File: config.mk
export PLATFORM = sky130hd
export DESIGN_NAME = cpu_boot_ctrl
export DESIGN_NICKNAME = d
export VERILOG_FILES = /design/src/rtl/cpu_boot_ctrl.sv
export SDC_FILE = /design/constraint.sdc
export NUM_CORES = 1
export LEC_CHECK = 0
export CAP_MARGIN = 20
export CORE_UTILIZATION = 45
export CTS_CLUSTER_DIAMETER = 120
export DETAILED_ROUTE_END_ITERATION = 16
export PLACE_DENSITY = 0.71
export REMOVE_ABC_BUFFERS = 1
export SYNTH_ARGS = -nofsm -noshare
export SYNTH_HDL_FRONTEND = slang
export SYNTH_SLANG_ARGS = --single-unit
File: constraint.sdc
create_clock -name clk -period 4 [get_ports clk]
set_clock_uncertainty 0.2 [all_clocks]
set_input_delay 0.6 -clock clk [delete_from_list [all_inputs] [get_ports clk]]
set_output_delay 0.6 -clock clk [all_outputs]
set_load 0.02 [all_outputs]
File: src/rtl/cpu_boot_ctrl.sv
// Boot/run sequencer for the cpu: pulses a PC load, waits a settle interval,
// then enables execution until halt or the run-cycle budget expires.
module cpu_boot_ctrl #(
  parameter logic [31:0] BOOT_PC        = 32'h0040_0020,
  parameter int unsigned SETTLE_CYCLES  = 2,
  parameter int unsigned MAX_RUN_CYCLES = 160
) (
  input  logic        clk,
  input  logic        rst_n,
  input  logic        start,
  input  logic        halt,
  output logic        pc_ld,
  output logic [31:0] pc_data,
  output logic        clockthing,
  output logic        busy,
  output logic        done,
  output logic        timeout,
  output logic [31:0] cycle_count
);

  localparam int SW = (SETTLE_CYCLES < 2) ? 1 : $clog2(SETTLE_CYCLES + 1);
  localparam logic [SW-1:0] SET_LAST = SW'((SETTLE_CYCLES == 0) ? 0 : SETTLE_CYCLES - 1);
  localparam logic [31:0]   RUN_MAX  = MAX_RUN_CYCLES;

  typedef enum logic [2:0] {S_IDLE, S_LOAD, S_SETTLE, S_RUN, S_DONE} state_t;

  state_t        state, state_nxt;
  logic [SW-1:0] settle_cnt, settle_nxt;
  logic [31:0]   count_nxt, count_inc;
  logic          timeout_nxt;

  assign count_inc = (cycle_count == '1) ? cycle_count : cycle_count + 32'd1;

  always_comb begin
    state_nxt   = state;
    settle_nxt  = settle_cnt;
    count_nxt   = cycle_count;
    timeout_nxt = timeout;
    case (state)
      S_IDLE, S_DONE: begin
        // status is cleared on entry so it already reads 0 during LOAD
        if (start) begin
          state_nxt   = S_LOAD;
          count_nxt   = '0;
          timeout_nxt = 1'b0;
        end
      end
      S_LOAD: begin
        settle_nxt = '0;
        state_nxt  = (SETTLE_CYCLES == 0) ? S_RUN : S_SETTLE;
      end
      S_SETTLE: begin
        if (settle_cnt == SET_LAST) begin
          settle_nxt = '0;
          state_nxt  = S_RUN;
        end else begin
          settle_nxt = settle_cnt + 1'b1;
        end
      end
      S_RUN: begin
        count_nxt = count_inc;
        // halt takes priority over a budget expiring on the same edge
        if (halt) begin
          state_nxt   = S_DONE;
          timeout_nxt = 1'b0;
        end else if (MAX_RUN_CYCLES != 0 && count_inc == RUN_MAX) begin
          state_nxt   = S_DONE;
          timeout_nxt = 1'b1;
        end
      end
      default: state_nxt = S_IDLE;
    endcase
  end

  always_ff @(posedge clk or negedge rst_n) begin
    if (!rst_n) begin
      state       <= S_IDLE;
      settle_cnt  <= '0;
      pc_ld       <= 1'b0;
      pc_data     <= '0;
      clockthing  <= 1'b0;
      busy        <= 1'b0;
      done        <= 1'b0;
      timeout     <= 1'b0;
      cycle_count <= '0;
    end else begin
      state       <= state_nxt;
      settle_cnt  <= settle_nxt;
      pc_ld       <= (state_nxt == S_LOAD);
      pc_data     <= (state_nxt == S_LOAD) ? BOOT_PC : '0;
      clockthing  <= (state_nxt == S_RUN);
      busy        <= (state_nxt == S_LOAD) || (state_nxt == S_SETTLE) || (state_nxt == S_RUN);
      done        <= (state_nxt == S_DONE);
      timeout     <= timeout_nxt;
      cycle_count <= count_nxt;
    end
  end

endmodule

* Yosys cells after proc, flatten, opt, wreduce, memory -nomap -nowiden
Cells that the tools add are included.
** Cells by class
- Muxes and demuxes :: 15
- Reductions and logical operators :: 8
- Equality and inequality tests :: 13
- $add $sub $neg :: 2
** Operators with widths (count)
- two-way mux 32 bit :: 2
- case mux 32 bit (2 select lines) :: 1
- adder 32 x 1 -> 32 bit, second input constant :: 1
- equality test 32 bit, second input constant :: 1
- equality test 32 x 8 -> 1 bit, second input constant :: 1
- two-way mux 23 bit :: 1
- equality test 3 x 2 -> 1 bit, second input constant :: 4
- two-way mux 3 bit :: 4
- case mux 3 bit (4 select lines) :: 1
- equality test 3 x 1 -> 1 bit, second input constant :: 2
- equality test 3 bit, second input constant :: 2
- case mux 2 bit (2 select lines) :: 1
- nonzero test 2 bit :: 2
- zero test 3 bit :: 1
- two-way mux 1 bit :: 3
- inequality test 3 bit, second input constant :: 1
- AND reduction 3 bit :: 1
- adder 2 x 1 -> 2 bit, second input constant :: 1
- equality test 2 x 1 -> 1 bit, second input constant :: 1
- logical OR 1 bit :: 2
- two-way mux 2 bit :: 1
- inequality test 2 bit, second input constant :: 1
- case mux 1 bit (2 select lines) :: 1
- AND reduction 2 bit :: 1
- OR reduction 2 bit :: 1
** Word-level totals
- Register bits after elaboration :: 65
- Output and inout port bits :: 69
- Input port bits :: 4

* Depth between registers and ports, before layout
- Word-level depth :: 9
- Mapped depth :: 10

* Worst setup path after synthesis
No wires, ideal clock.
- Path type :: register to register
- Start :: register cycle_count[0]
- End :: register state[0]
- Stages on the path, launching flop included :: 11
- Setup slack :: 0.665 ns
- Clock period less this slack :: 3.335 ns
- Arrival time :: 2.992 ns
- Path through :: dfrtp_1 > ha_1 > nand4_2 > nor3_2 > clkbuf_1 > xnor2_1 > o211ai_1 > a2111oi_0 > nand4_1 > o41ai_4 > o221ai_1
** On the way
- Cells in the longest elaborated chain, start to end :: 6
** RTL lines
- start: declaration :: line 18 : output logic [31:0] cycle_count
- start signal: assignment :: line 95 : cycle_count <= count_nxt;
- adder 32 x 1 -> 32 bit / equality test 32 bit (equally long branches) :: line 32 : assign count_inc = (cycle_count == '1) ? cycle_count : cycle_count + 32'd1;
- two-way mux 32 bit * :: line 32
- equality test 32 x 8 -> 1 bit * :: line 66 : end else if (MAX_RUN_CYCLES != 0 && count_inc == RUN_MAX) begin
- two-way mux 3 bit * :: line 66
- two-way mux 3 bit * :: line 63 : if (halt) begin
- case mux 3 bit (4 select lines) * :: line 39 : case (state)
- named net state_nxt[0] :: line 27 : state_t state, state_nxt;
- end signal: assignment :: line 87 : state <= state_nxt;
- end: declaration :: line 27
The timed path passes the listed nets; every way through them passes the cells marked *.
A chain may end at the register's enable or synchronous reset.

* Final worst setup path
Ends and elaborated chain as after synthesis.

==> results_dict.tcl <==
set metrics [dict create \
    root_buffer "clkbuf_8" \
    antenna_found_initial 0 \
    place_congestion 0.974 \
    drv_slew 0 \
    critPathMaxStageDelay_ns 0.73 \
    h-tree-depth 2 \
    cts_tree "built" \
    antenna_cells 0 \
    synth.largest_area_cell "dfrtp_1" \
    crit_chain "ha_1, nand4_2, nor4_1, xnor2_1, nand2_1, o31ai_1, o2111ai_1, o41ai_4, o221ai_1" \
    clock_path_buffers 2 \
    cts_setup_buffers 0 \
    vdd_drop_max_uv 316 \
    hold_viol_final 0 \
    vias 3718 \
    hp-class "primary input to asynchronous set/reset pin" \
    initial_core_util_pct 47.2 \
    drt_iter0_markers 347 \
    final_nets 490 \
    slew_headroom_pct 37.6 \
    rsz0062_at_grt "false" \
    die_area_um2 8550 \
    cts_sinks 42 \
    ant_nets 0 \
    synth_edf_count 0 \
    start_kind "flip-flop" \
    ios 73 \
    clock.fmax_mhz 269 \
    tightestPinTransition_ns 0.936 \
    worstPathArrival_ns 3.68 \
    reg2reg_setup_slack_ns 0.28 \
    cellPowerDensity_nw_per_um2 412 \
    min_period_ns 3.72 \
    yosysWarnings 0 \
    r2r-end "state[0]$_DFF_PN0_" \
    maxCapViolations 0 \
    drt_pre_antenna_iters 5 \
    post-route-cell-area_um2 4050 \
    synth_top_cells_by_area "dfrtp_1, buf_4, o21ai_0" \
    grt_pass1_vias 3248 \
    synthFlopType "dfrtp_1" \
    ys_types 74 \
    syn_area_um2 3680 \
    fillCellCount 792 \
    status "finished clean" \
    dpl_cell_area_um2 3960 \
    endpoint_kind "flip-flop" \
    yosys.area.top_type_share_pct 28.5 \
    wirelength_um 11900 \
    wl_per_cell_um 20.2 \
    final_layout_size_suffix_gt1_share_pct 8.85 \
    p_leak_uw 0.00151 \
    syn_area_per_cell_um2 8.04 \
    timing.rr.start "cycle_count[0]$_DFFE_PN0P_" \
    dp_hpwl_um 8820 \
    critPathKind "flip-flop to flip-flop" \
    cts_made_buffers 5 \
    yosysSeqAreaShare_pct 28.5 \
    crit_buf_inv 0 \
    viasPerCell 6.32 \
    crit_family "compound AO/OA/AOI/OAI gates" \
    synthArstFlopShare_pct 100 \
    multi_input_area_um2 2210 \
    crit_fanout 10 \
    drc 0 \
    required_ns 3.96 \
    slowest_stage "nor4_1" \
    timing.final.crit_share_pct 93.0 \
    cts_resized 0 \
    clk_pin_slew_ns 0.09 \
    finalSetupTns_ns 0 \
    seq_area_um2 1050 \
    reg2reg_depth 9 \
    ys_seq_elements 42 \
    die_x_um 92.5 \
    grt_max_degree 43 \
    power_uw 1670 \
    chipHeight_um 92.5 \
    syn_inst 458 \
    grt_pass1_wl_um 18600 \
    hold_buffers 0 \
    clk_latency_ns 0.31 \
    core_um2 7810 \
    io_buffer_count 42 \
    setup_viol 0 \
    area_growth_pct 10.1 \
    grt-ovfl-total 0 \
    rows 32 \
    grtUsageTotal_pct 28.2 \
]
## cells in the mapped netlist, types with 2 or more instances
master and count:
or3_1 7, a2111oi_0 2, a22o_1 3, o211ai_1 3, and4_1 4, a211oi_1 6, nand3b_1 3, a32o_1 3
nand4_1 16, o41ai_1 3, a311oi_1 5, o32ai_1 2, o31ai_1 6, buf_2 9, o21ai_0 41, a21oi_1 25
nand3_1 24, and2_1 3, and4_2 4, clkbuf_8 7, a31oi_1 18, a41oi_1 2, nand2_1 50, mux2i_1 2
and3_1 7, nor2_1 30, clkbuf_1 15, nor4_1 9, nor3_1 13, nor4b_1 2, nand4_4 2, buf_4 32
inv_1 11, dfrtp_1 42, xnor2_1 7, o21a_1 2
## cell usage in the layout, fill, tap and decap left out, types with 2 or more instances in the layout
cell,instances
a31oi_1,18
or3_1,7
o41ai_1,3
nand2_1,50
a211oi_1,6
a2111oi_0,2
nand4_1,16
a22o_1,3
and4_1,4
nand4_4,2
and3_1,7
nand3b_1,3
mux2i_1,2
o32ai_1,2
and4_2,4
a311oi_1,5
o31ai_1,6
a41oi_1,2
clkbuf_8,6
nor4_1,9
conb_1,30
xnor2_1,7
nand3_1,24
o21ai_0,41
and2_1,3
o211ai_1,3
inv_1,11
dfrtp_1,42
buf_4,15
a32o_1,3
nor4b_1,2
o21a_1,2
a21oi_1,25
nor3_1,13
clkdlybuf4s50_1,41
nor2_1,30
## worst max path at each step
stage	start	endpoint	slack [ns]	cells after the start
after global routing	cycle_count[0]$_DFFE_PN0P_	state[0]$_DFF_PN0_	0.12	9
final	cycle_count[0]$_DFFE_PN0P_	state[0]$_DFF_PN0_	0.28	9
after CTS	cycle_count[0]$_DFFE_PN0P_	state[0]$_DFF_PN0_	0.37	9
after detailed placement	cycle_count[0]$_DFFE_PN0P_	state[0]$_DFF_PN0_	0.38	9
after global placement	cycle_count[0]$_DFFE_PN0P_	state[0]$_DFF_PN0_	0.49	9
after floorplan	cycle_count[0]$_DFFE_PN0P_	state[0]$_DFF_PN0_	0.37	9
## registers in the layout, indices dropped and copies added (netlist names)
name	flops
settle_cnt	2
busy	1
state	3
cycle_count	32
pc_data	1
clockthing	1
done	1
timeout	1
## where the power goes
group / switching [uW] / leakage (uW) / internal, uW
clock: 155 / 0.0000482 / 140
combinational: 491 / 0.000887 / 268
sequential: 127 / 0.000572 / 488
## through the flow
stage               utilization [%]  worst slack [ns]  std cells  hold WS, ns
CTS                            51.9             0.372        588        0.273
global placement               50.8             0.492        580        0.265
finish                         51.9             0.280        588        0.225
global route                   51.9             0.122        588        0.314
floorplan                         -             0.367        421        0.104
detailed placement             50.8             0.384        580        0.285
## cells by family (layout without fill, tap and decap cells)
logic type	after synthesis	count (layout)	share of synthesized area, %
AO/OA/AOI/OAI	134	134	24.3
XOR/XNOR	8	8	1.90
adder cells (fa/ha/maj)	1	1	0.340
buffers and inverters	77	76	14.3
flip-flops	42	42	28.5
multiplexers	4	4	1.26
other	1	30	0.102
AND/OR/NAND/NOR	191	191	29.3
## metal layers
metal	GRT usage (%)	part of all wire, %	vias to the layer above
met5	0	0	-
met1	40.7	45	1767
met2	43.0	44	212
met4	10.0	2.8	0
met3	3.45	7.6	29
li1	-	-	1710
## cell type report
type	instances	share of cell area, %
multi-input combinational	368	54.6
clock buffer	7	2.13
tap	102	3.15
sequential	42	25.9
clock inverter	1	0.123
inverter	11	1.02
timing repair buffer	57	13.0
## worst reg2reg max path, stage by stage (launching register included)
cell,delay (ns)
dfrtp_1,0.51
ha_1,0.36
nand4_2,0.28
nor4_1,0.73
xnor2_1,0.23
nand2_1,0.08
o31ai_1,0.32
o2111ai_1,0.22
o41ai_4,0.48
o221ai_1,0.16
(Power assumes the default switching activity.)
